===== src/rtl/ram_bitfield_extract_ctrl.sv =====
// Bit-field extraction sequencer for the 32-bit RAM bit-select mux.
// Latches one RAM word plus a field descriptor, walks the mux select across
// the field one bit per clock and returns the right-aligned, optionally
// sign-extended field with a truncation flag.
module ram_bitfield_extract_ctrl #(
    parameter int DATA_WIDTH = 32,
    parameter int SEL_WIDTH  = 5,
    parameter int FIELD_MAX  = 16,
    parameter int LEN_WIDTH  = 5
) (
    input  logic                  clk,
    input  logic                  rst,
    input  logic                  in_valid,
    output logic                  in_ready,
    input  logic [DATA_WIDTH-1:0] in_data,
    input  logic [SEL_WIDTH-1:0]  in_start,
    input  logic [LEN_WIDTH-1:0]  in_len,
    input  logic                  in_signed,
    output logic [DATA_WIDTH-1:0] mux_data,
    output logic [SEL_WIDTH-1:0]  mux_sel,
    input  logic                  mux_bit,
    output logic                  out_valid,
    input  logic                  out_ready,
    output logic [FIELD_MAX-1:0]  out_data,
    output logic                  out_err
);

    localparam int POS_W = SEL_WIDTH + 1;
    localparam logic [LEN_WIDTH-1:0] FMAX_L  = LEN_WIDTH'(FIELD_MAX);
    localparam logic [POS_W-1:0]     DW_P    = POS_W'(DATA_WIDTH);
    localparam logic [SEL_WIDTH-1:0] SEL_MAX = SEL_WIDTH'(DATA_WIDTH - 1);

    typedef enum logic [1:0] {IDLE, SHIFT, DONE} state_t;

    state_t                 state_q, state_d;
    logic [DATA_WIDTH-1:0]  mux_data_q, mux_data_d;
    logic [SEL_WIDTH-1:0]   mux_sel_q, mux_sel_d;
    logic [SEL_WIDTH-1:0]   start_q, start_d;
    logic [LEN_WIDTH-1:0]   len_q, len_d;
    logic [LEN_WIDTH-1:0]   idx_q, idx_d;
    logic [FIELD_MAX-1:0]   acc_q, acc_d;
    logic                   err_q, err_d;
    logic                   signed_q, signed_d;
    logic                   in_ready_q, in_ready_d;
    logic                   out_valid_q, out_valid_d;
    logic [FIELD_MAX-1:0]   out_data_q, out_data_d;
    logic                   out_err_q, out_err_d;

    logic [LEN_WIDTH-1:0]   len_eff;
    logic                   req_err;
    logic [POS_W-1:0]       pos;
    logic                   bit_in;
    logic                   sign_bit;
    logic [FIELD_MAX-1:0]   field;

    // Decode the incoming descriptor: clamp the length and flag truncation.
    always_comb begin
        len_eff = (in_len > FMAX_L) ? FMAX_L : in_len;
        req_err = (in_len > FMAX_L) ||
                  (({1'b0, in_start} + POS_W'(len_eff)) > DW_P);
    end

    // Mask bits past the top of the word and build the sign-extended field.
    always_comb begin
        pos      = {1'b0, start_q} + POS_W'(idx_q);
        bit_in   = (pos < DW_P) ? mux_bit : 1'b0;
        sign_bit = 1'b0;
        for (int unsigned i = 0; i < FIELD_MAX; i++) begin
            if (LEN_WIDTH'(i + 1) == len_q) sign_bit = acc_q[i];
        end
        // With len_q == 0 sign_bit stays 0, so a signed empty field is all zero.
        field = acc_q;
        if (signed_q) begin
            for (int unsigned i = 0; i < FIELD_MAX; i++) begin
                if (LEN_WIDTH'(i) >= len_q) field[i] = sign_bit;
            end
        end
    end

    // Next-state and registered-output logic for the IDLE/SHIFT/DONE sequencer.
    always_comb begin
        state_d     = state_q;
        mux_data_d  = mux_data_q;
        mux_sel_d   = mux_sel_q;
        start_d     = start_q;
        len_d       = len_q;
        idx_d       = idx_q;
        acc_d       = acc_q;
        err_d       = err_q;
        signed_d    = signed_q;
        in_ready_d  = in_ready_q;
        out_valid_d = out_valid_q;
        out_data_d  = out_data_q;
        out_err_d   = out_err_q;
        case (state_q)
            IDLE: begin
                if (in_valid && in_ready_q) begin
                    mux_data_d = in_data;
                    mux_sel_d  = in_start;
                    start_d    = in_start;
                    len_d      = len_eff;
                    err_d      = req_err;
                    signed_d   = in_signed;
                    acc_d      = '0;
                    idx_d      = '0;
                    in_ready_d = 1'b0;
                    state_d    = (len_eff != '0) ? SHIFT : DONE;
                end
            end
            SHIFT: begin
                for (int unsigned i = 0; i < FIELD_MAX; i++) begin
                    if (LEN_WIDTH'(i) == idx_q) acc_d[i] = bit_in;
                end
                idx_d = idx_q + 1'b1;
                if ((idx_q + 1'b1) == len_q) begin
                    state_d = DONE;
                end else if (mux_sel_q != SEL_MAX) begin
                    mux_sel_d = mux_sel_q + 1'b1;
                end
            end
            DONE: begin
                // First DONE cycle publishes the result; afterwards wait for hand-off.
                if (!out_valid_q) begin
                    out_valid_d = 1'b1;
                    out_data_d  = field;
                    out_err_d   = err_q;
                end else if (out_ready) begin
                    out_valid_d = 1'b0;
                    in_ready_d  = 1'b1;
                    state_d     = IDLE;
                end
            end
            default: state_d = IDLE;
        endcase
    end

    // State and output registers with asynchronous abort.
    always_ff @(posedge clk or posedge rst) begin
        if (rst) begin
            state_q     <= IDLE;
            mux_data_q  <= '0;
            mux_sel_q   <= '0;
            start_q     <= '0;
            len_q       <= '0;
            idx_q       <= '0;
            acc_q       <= '0;
            err_q       <= 1'b0;
            signed_q    <= 1'b0;
            in_ready_q  <= 1'b1;
            out_valid_q <= 1'b0;
            out_data_q  <= '0;
            out_err_q   <= 1'b0;
        end else begin
            state_q     <= state_d;
            mux_data_q  <= mux_data_d;
            mux_sel_q   <= mux_sel_d;
            start_q     <= start_d;
            len_q       <= len_d;
            idx_q       <= idx_d;
            acc_q       <= acc_d;
            err_q       <= err_d;
            signed_q    <= signed_d;
            in_ready_q  <= in_ready_d;
            out_valid_q <= out_valid_d;
            out_data_q  <= out_data_d;
            out_err_q   <= out_err_d;
        end
    end

    assign in_ready  = in_ready_q;
    assign mux_data  = mux_data_q;
    assign mux_sel   = mux_sel_q;
    assign out_valid = out_valid_q;
    assign out_data  = out_data_q;
    assign out_err   = out_err_q;

endmodule


===== config.mk =====
export PLATFORM = sky130hd
export DESIGN_NAME = ram_bitfield_extract_ctrl
export DESIGN_NICKNAME = d
export VERILOG_FILES = /design/src/rtl/ram_bitfield_extract_ctrl.sv
export SDC_FILE = /design/constraint.sdc
export NUM_CORES = 1
export LEC_CHECK = 0
export CAP_MARGIN = 20
export CORE_MARGIN = 1.5
export CORE_UTILIZATION = 47
export DETAILED_ROUTE_END_ITERATION = 16
export GPL_TIMING_DRIVEN = 0
export PLACE_DENSITY = 0.75
export SLEW_MARGIN = 20
export SYNTH_ARGS = -nofsm -noshare
export SYNTH_HDL_FRONTEND = slang
export SYNTH_SLANG_ARGS = --single-unit

===== constraint.sdc =====
create_clock -name clk -period 3.9 [get_ports clk]
set_input_delay 1.17 -clock clk [delete_from_list [all_inputs] [get_ports clk]]
set_output_delay 1.17 -clock clk [all_outputs]
set_load 0.02 [all_outputs]

* Word level (Yosys, flattened, before mapping) *
Cells that the tools add are included.

operators by class
  equal/unequal tests = 57
  reductions and logical operators = 29
  add/sub/neg operators = 4
  magnitude comparators = 19
  bitwise gates (word level) = 1
  mux-type cells = 71

operators by type and width
  kind                 number
  $eq 4x5->1 const A   16
  $mux 1               54
  $reduce_and 3->1     16
  $ne 2x2->1 const B   22
  $eq 3x5->1 const A   8
  $ge 4x5->1 const A   8
  $mux 16              2
  $pmux 16 s2          1
  $mux 5               5
  $eq 2x5->1 const A   4
  $ge 3x5->1 const A   4
  $pmux 5 s2           2
  $add 5x5->6          2
  $reduce_and 4->1     3
  $add 5x1->5 const B  2
  $eq 1x5->1 const A   2
  $ge 1x5->1 const A   2
  $ge 2x5->1 const A   2
  $mux 2               5
  $gt 6x6->1 const B   1
  $lt 6x6->1 const B   1
  $pmux 2 s3           1
  $reduce_and 2->1     3
  $eq 5x5->1           1
  other kinds (13)     14

word-level totals
  input bits = 48
  logic and storage cells = 209
  register bits after elaboration = 91

* Logic depth before layout (Yosys ltp) *
Gate-level depths: netlist (run 1).

  depth in word-level cells = 19
  mapped depth = 11

* Worst setup path after synthesis (run 1) *
Ideal clock, no wire load.

  path type = input -> register
  start = input port in_len[0]
  end = register err_q
  arrival = 2.449 ns
  required time = 3.774 ns
  path buffers = 0
  library setup time = 0.126 ns
  cell stages on the path = 10
  slack = 1.325 ns
  cells stage by stage = nor2b_1 > ha_1 > inv_1 > fa_1 > inv_1 > a21o_1 > a21oi_1 > xnor2_1 > o21ai_0 > a21oi_1

between the ends
  word-level cells in the longest chain between the ends = 5

ends and longest elaborated chain
  element                 RTL line  source
  start: declaration      17        input logic [LEN_WIDTH-1:0] in_len,
  $gt 5x5->1              58, 59
  $mux 5                  58        len_eff = (in_len > FMAX_L) ? FMAX_L : in_len;
  $add 5x5->6             60        (({1'b0, in_start} + POS_W'(len_eff)) > DW_P);
  $gt 6x6->1              60
  $logic_or 1x1->1 *      59        req_err = (in_len > FMAX_L) ||
  end signal: assignment  161       err_q <= err_d;
  end: declaration        42        logic err_q, err_d;

Every way passes the cells marked *; elsewhere a longest branch is shown, timed or not.
A chain may end at the register's enable or synchronous reset.

* Worst setup path after layout (run 1) *
  start = input port in_valid
  end = register len_q[2]

between the ends
  word-level cells in the longest chain between the ends = 2

ends and longest elaborated chain
  element                     RTL line  source
  start: declaration          13        input logic in_valid,
  $logic_and 1x1->1           97        if (in_valid && in_ready_q) begin
  $reduce_and 2->1 (no line)  -
  end signal: assignment      158       len_q <= len_d;
  end: declaration            39        logic [LEN_WIDTH-1:0] len_q, len_d;

Every way passes these cells.

==> qor.yml, run 1 <==
status:
  status: "finished clean"
floorplanning:
  dieHeight_um: 104
  die_area_mm2: 0.0107
  rows: 36
  initial_core_util: 0.485
  io_pins: 104
  die_x_um: 104
  core-area_mm2: 0.00982
routing:
  ant_nets: 0
  dr.pass1.iters: 5
  wire_per_inst_um: 15.0
  route.vias.total: 4123
  vias_per_cell: 5.32
  drcViolationCount: 0
  drt_iter0_drc: 167
  drt_wl_total_um: 11600
cells_and_area:
  insertedDiodeCount: 0
  fillers: 865
  final_core_util: 0.637
  synthToLayoutAreaGrowth_pct: 31.4
  nNetsFinal: 702
  drive_gt1_frac: 0.0981
clocking:
  clk_latency_ns: 0.37
  cts-root-buf: "clkbuf_8"
  numCtsBuffers: 9
  cts_max_level: 3
  clk_path_buf_depth: 2
  path_clk_slew_ns: 0.08
  post_cts_resized: 0
  holdBufCountCts: 0
  cts_tree: "yes"
  cts_setup_buffers: 0
  clock_sink_count: 91
pwr:
  p_leak_uw: 0.00296
  ir_drop_uv: 212
  powerDensity_mw_per_mm2: 304
  p_total_uw: 1900
sta:
  period_minus_slack_ns: 3.09
  finalSetupViolCount: 0
  rsz0062_at_grt: "no"
  maxSlewHeadroom: 0.577
  clock-skew-final_ns: 0.0112
  worstMarginPinSlew_ns: 0.634
  fin_crit_sh: 0.793
  max_freq_mhz: 323
  drv_slew: 0
  hold_viol: 0
logic_synthesis:
  synth-edff-count: 0
  yosys-top-cells-count: "nand2_1 (146), dfrtp_1 (90), a21oi_1 (31), o21ai_0 (29), nor2_1 (20)"
  yosysMostFrequentCell: "nand2_1"
  synth_seq_cells: 91
  ys_warn_count: 0
  synthCells: 522
  synthSimpleGateAreaFrac: 0.216
  yosysUniqueCellTypes: 59
  synth_area_leaders: "dfrtp_1 (47%), nand2_1 (12%), ha_1 (4.2%)"
  synth_top_family_by_area: "simple AND/OR/NAND/NOR gates"
  synth-adder-area-share: 0.0463
  syn_nets: 587
  ys.flop_type: "dfrtp_1"
  synth-compound-area-share: 0.151
  synth-seq-area-share: 0.479
  yosysTopAreaCellShare: 0.473
  netlist_area_mm2: 0.00476
  yosysTopAreaCell: "dfrtp_1"
  syn_area_per_cell_um2: 9.12
  synth-xor-area-share: 0.0202
  synthMuxAreaShare: 0.0468
  async_flop_share: 1.00
global_routing:
  grt_pass1_wl_um: 19700
  grt_overflow: 0
  track_usage: 0.224
  grt_max_degree: 52
  antenna_found_initial: 0
  grt_pass1_vias: 4139
critical_path:
  cp-end-kind: "flip-flop"
  criticalPathCategory: "in2reg"
  critPathBufInv: 4
  worstPathMaxFanout: 10
  cp_slowest_cell: "nor4b_4"
  crit_chain: "clkdlybuf4s50_1, inv_1, nor4b_4, clkbuf_1, buf_1, nand2_1, nand2_1"
  arrival_ns: 3.40
  crit_top_cell: "nand2_1"
  crit_start: "in_valid"
  cpPeakStageDelay_ns: 0.54
  rr_startpoint: "idx_q[0]$_DFFE_PP0P_"
  worstPathRequired_ns: 4.21
  critPathLaunchType: "primary input"
  cp_top_family: "buffers and inverters"
hold_path:
  hp-class: "reg2reg"
  hold_start: "mux_data[19]$_DFFE_PP0P_"
placed_design:
  routabilityCongestion: 0.879
  place_hpwl_um: 8780
  numPortBuffers: 103
run:
  maxCapViolCount: 0
[power by group]
part	total, µW	internal, µW	switching [µW]	leakage, µW
Clock	860	526	334	0.000137
Sequential	943	943	0	0.00123
Combinational	97.9	55.9	42.0	0.00159
Total	1900	1520	376	0.00296
[cells by family (layout without fill, tap and decap cells)]
group,after synthesis,in the layout
compound gates,114,114
xor+xnor,11,11
fa+ha+maj,17,17
buf+inv,44,164
flops,91,91
mux,20,20
simple gates,225,225
[layout make-up]
type,count,area (µm²),share of cell area
buffer,33,155,0.0248
clock buffer,12,155,0.0248
clock inverter,4,120,0.0192
multi-input combinational,387,2290,0.365
timing repair buffer,104,1050,0.168
sequential,91,2280,0.364
inverter,11,43.8,0.00700
tap,133,166,0.0266
[worst min-delay path, cell delays in order, from the launching register on]
cell     delay (ns)
dfrtp_1        0.35
nand2_1        0.05
nand2_1        0.05
[sequential cells by signal, summed over array words and instances, names as in the netlist, 2 cells and up]
| register | flops |
|---|---|
| mux_data | 32 |
| acc_q | 16 |
| out_data | 16 |
| idx_q | 5 |
| len_q | 5 |
| mux_sel | 5 |
| start_q | 5 |
| state_q | 2 |
[layer usage]
metal | routed length (µm) | vias to the layer above | share of wire | GRT usage
li1 | - | 2022 | - | -
met2 | 5510 | 137 | 0.47 | 0.379
met5 | 0 | - | 0 | 0
met1 | 5120 | 1937 | 0.44 | 0.281
met3 | 743 | 27 | 0.064 | 0.0529
met4 | 244 | 0 | 0.021 | 0.0794
[stage by stage]
stage	instances	instance area, µm²	hold slack (ns)	worst slack (ns)	TNS, ns
3_3_place_gp	758	5960	0.457	-1.03	-92.17
5_1_grt	775	6260	0.506	0.646	0
3_5_place_dp	759	5980	0.463	0.466	0
4_1_cts	775	6260	0.483	0.823	0
2_1_floorplan	522	4760	0.439	0.368	0
6_report	775	6260	0.476	0.805	0
[layout by cell type, fill, tap and decap left out, types with 7 or more instances in the layout]
cell             count
and3_1              14
nor2_1              20
o21ai_2             10
ha_1                16
nor2b_1             10
nand2_1            146
mux2_2              16
clkbuf_8            11
clkdlybuf4s50_1    103
a21oi_1             31
dfrtp_1             90
clkbuf_1            18
nand3_1              7
a31oi_1             14
o21ai_0             29
inv_1               10
buf_2                9
[worst paths after layout]
check / endpoint / slack, ns / depth (start not counted)
max: len_q[2]$_DFFE_PP0P_ / 0.81 / 7
min: mux_data[19]$_DFFE_PP0P_ / 0.48 / 2
max reg2reg: mux_sel[1]$_DFFE_PP0P_ / 1.09 / 11
min reg2reg: mux_data[19]$_DFFE_PP0P_ / 0.48 / 2
max in group asynchronous: mux_data[22]$_DFFE_PP0P_ / 2.02 / 3
min in group asynchronous: mux_data[13]$_DFFE_PP0P_ / 1.24 / 2
No activity file was read; power rests on OpenSTA's default activity.
==> run 2, diff against run 1 <==
--- a/config.mk
+++ b/config.mk
@@ -7,10 +7,10 @@
 export LEC_CHECK = 0
 export CAP_MARGIN = 20
 export CORE_MARGIN = 1.5
-export CORE_UTILIZATION = 47
+export CORE_UTILIZATION = 46
 export DETAILED_ROUTE_END_ITERATION = 16
 export GPL_TIMING_DRIVEN = 0
-export PLACE_DENSITY = 0.75
+export PLACE_DENSITY = 0.77
 export SLEW_MARGIN = 20
 export SYNTH_ARGS = -nofsm -noshare
 export SYNTH_HDL_FRONTEND = slang
==> constraint.sdc (replaced) <==
create_clock -name clk -period 2.7 [get_ports clk]
set_input_delay 0.81 -clock clk [delete_from_list [all_inputs] [get_ports clk]]
set_output_delay 0.81 -clock clk [all_outputs]
set_load 0.02 [all_outputs]
==> qor.yml, run 2 (synthesis gave the netlist of run 1 again) <==
critical_path:
  worstPathMaxFanout: 2  # was 10
  arrival_ns: 2.82  # was 3.40 ns
  worstPathRequired_ns: 2.95  # was 4.21 ns
  critPathLaunchType: "primary input"  # unchanged
  cp-end-kind: "flip-flop"  # unchanged
  criticalPathCategory: "in2reg"  # unchanged
global_routing:
  antenna_found_initial: 0  # unchanged
  grt_pass1_wl_um: 19800  # was 19700 µm
  grt_pass1_vias: 4140  # was 4139
  track_usage: 0.223  # was 0.224
  grt_overflow: 0  # unchanged
  grt_max_degree: 35  # was 52
clocking:
  clk_path_buf_depth: 2  # unchanged
  cts_tree: "yes"  # unchanged
  path_clk_slew_ns: 0.09  # was 0.08 ns
  cts-root-buf: "clkbuf_8"  # unchanged
  clk_latency_ns: 0.37  # about the same
  clock_sink_count: 91  # unchanged
  cts_setup_buffers: 0  # unchanged
  holdBufCountCts: 0  # unchanged
  cts_max_level: 3  # unchanged
  numCtsBuffers: 9  # unchanged
sta:
  rsz0062_at_grt: "no"  # unchanged
  max_freq_mhz: 389
  fin_crit_sh: 0.952
  maxSlewHeadroom: 0.628  # was 0.577
  hold_viol: 0  # unchanged
  fin_ws_ns: 0.131  # was 0.805 ns
  worstMarginPinSlew_ns: 0.556  # was 0.634 ns
  finalSetupViolCount: 0  # unchanged
  hold-worst-slack_ns: 0.477  # was 0.476 ns
  period_minus_slack_ns: 2.57
  drv_slew: 0  # unchanged
  clock-skew-final_ns: 0.00821  # was 0.0112 ns
cells_and_area:
  final_cell_mix: "nand2_1 (146), clkdlybuf4s50_1 (102), dfrtp_1 (89), a21oi_1 (31), o21ai_0 (29)"  # was nand2_1 (146), clkdlybuf4s50_1 (103), dfrtp_1 (90), a21oi_1 (31), o21ai_0 (29)
  nNetsFinal: 702  # unchanged
  largest_reg_flops: 32  # unchanged
  drive_gt1_frac: 0.109  # was 0.0981
  mostFrequentLayoutCell: "nand2_1"  # unchanged
  synthToLayoutAreaGrowth_pct: 30.4  # was 31.4%
  instances_no_fill: 775  # unchanged
  insertedDiodeCount: 0  # unchanged
  fillers: 848  # was 865
  final_cell_area_mm2: 0.00621  # was 0.00626 mm²
pwr:
  ir_drop_uv: 242  # was 212 µV
  p_sw_frac: 0.240  # was 0.198
  clkPwrFrac: 0.355  # was 0.452
  powerDensity_mw_per_mm2: 379  # was 304 mW/mm²
  power.internal_uw: 1790  # was 1520 µW
  p_sw_uw: 565  # was 376 µW
  pwr-share-comb: 0.066  # was 0.052
  p_leak_uw: 0.00293  # was 0.00296 µW
  seqPwrFrac: 0.579  # was 0.496
routing:
  wire_per_inst_um: 15.1  # was 15.0 µm
  drt_wl_total_um: 11700  # was 11600 µm
  met3_length_um: 671  # was 743 µm
  ant_nets: 0  # unchanged
  vias_per_cell: 5.33  # was 5.32
  drcViolationCount: 0  # unchanged
  wl_met2_um: 5730  # was 5510 µm
  routed.top_layer: "met4"  # unchanged
  drt_iter0_drc: 220  # was 167
  wl_met1_um: 5130  # was 5120 µm
  route.vias.total: 4130  # was 4123
  dr.pass1.iters: 4  # was 5
floorplanning:
  initial_core_util: 0.480  # was 0.485
  io_pins: 104  # unchanged
  die_area_mm2: 0.0110  # was 0.0107 mm²
  rows: 36  # unchanged
  core-area_mm2: 0.00991  # was 0.00982 mm²
  dieHeight_um: 105  # was 104 µm
  die_x_um: 105  # was 104 µm
placed_design:
  routabilityCongestion: 0.894  # was 0.879
  place_hpwl_um: 9020  # was 8780 µm
  dp_slack_ns: -0.348  # was 0.466 ns
  dp_cells: 761  # was 759
  numPortBuffers: 103  # unchanged
  placed_area_mm2: 0.00604  # was 0.00598 mm²
status:
  status: "finished clean"  # unchanged
hold_path:
  hp-class: "reg2reg"  # unchanged
run:
  maxCapViolCount: 0  # unchanged
[run 2: cell types whose count changed in the layout (fill, tap and decap cells not counted), moves of 2 or more]
cell and delta:
buf_16 +2, clkbuf_2 +2, clkinvlp_4 +4, bufinv_16 -4
clkbuf_1 -3, clkbuf_8 -2, clkinv_2 +2
[run 2: final timing paths]
path	startpoint	to	slack, ns	cells after the start
max	in_len[0]	err_q$_DFFE_PP0P_	0.13	11
min	mux_data[16]$_DFFE_PP0P_	mux_data[16]$_DFFE_PP0P_	0.48	2
max reg2reg	idx_q[0]$_DFFE_PP0P_	mux_sel[2]$_DFFE_PP0P_	0.26	9
min reg2reg	mux_data[16]$_DFFE_PP0P_	mux_data[16]$_DFFE_PP0P_	0.48	2
max in group asynchronous	rst	in_ready$_DFFE_PP1P_	0.96	5
min in group asynchronous	rst	acc_q[0]$_DFFE_PP0P_	0.81	2
[run 2: area by class of cell]
class	count	area (µm²)	share of cell area
Multi-Input combinational cell	387	2290	0.369
Sequential cell	91	2280	0.367
Timing Repair Buffer	106	1110	0.179
Tap cell	133	166	0.0268
Buffer	31	150	0.0242
Clock buffer	10	128	0.0206
Inverter	11	45.0	0.00725
Clock inverter	6	41.3	0.00665
[run 2: repair_timing]
| item | in CTS | in global routing |
|---|---|---|
| endpoints found under the setup margin | 4 | 37 |
| gates cloned | 0 | 0 |
| resized for setup | 0 | 7 |
[run 2: through the flow]
| stage | utilization | setup TNS [ns] | total power (µW) |
|---|---|---|---|
| after floorplan | - | 0 | 1440 |
| after global placement | 0.602 | -21.59 | 1530 |
| after detailed placement | 0.609 | -12.47 | 1540 |
| after CTS | 0.626 | 0 | 2370 |
| after global routing | 0.627 | 0 | 2450 |
| final | 0.627 | 0 | 2350 |
[run 2: power groups by stage]
| stage | sequential [µW] | clock [µW] | combinational [µW] |
|---|---|---|---|
| 2_1_floorplan | 1390 | 0 | 52.6 |
| 3_3_place_gp | 1390 | 0 | 137 |
| 3_5_place_dp | 1390 | 0 | 156 |
| 4_1_cts | 1360 | 853 | 156 |
| 5_1_grt | 1360 | 915 | 169 |
| 6_report | 1360 | 835 | 154 |
[run 2: worst max-delay path, stage by stage]
cell	delay, ns
clkdlybuf4s50_1	0.47
nor2b_1	0.21
ha_1	0.23
inv_1	0.06
fa_1	0.40
inv_1	0.07
a21o_1	0.11
a21oi_1	0.08
xnor2_1	0.14
o21ai_0	0.16
a21oi_1	0.08
[run 2: layer usage]
metal	vias up	GRT usage
met5	-	0
met4	0	0.0773
met3	12	0.0605
met2	122	0.377
met1	1978	0.275
li1	2018	-
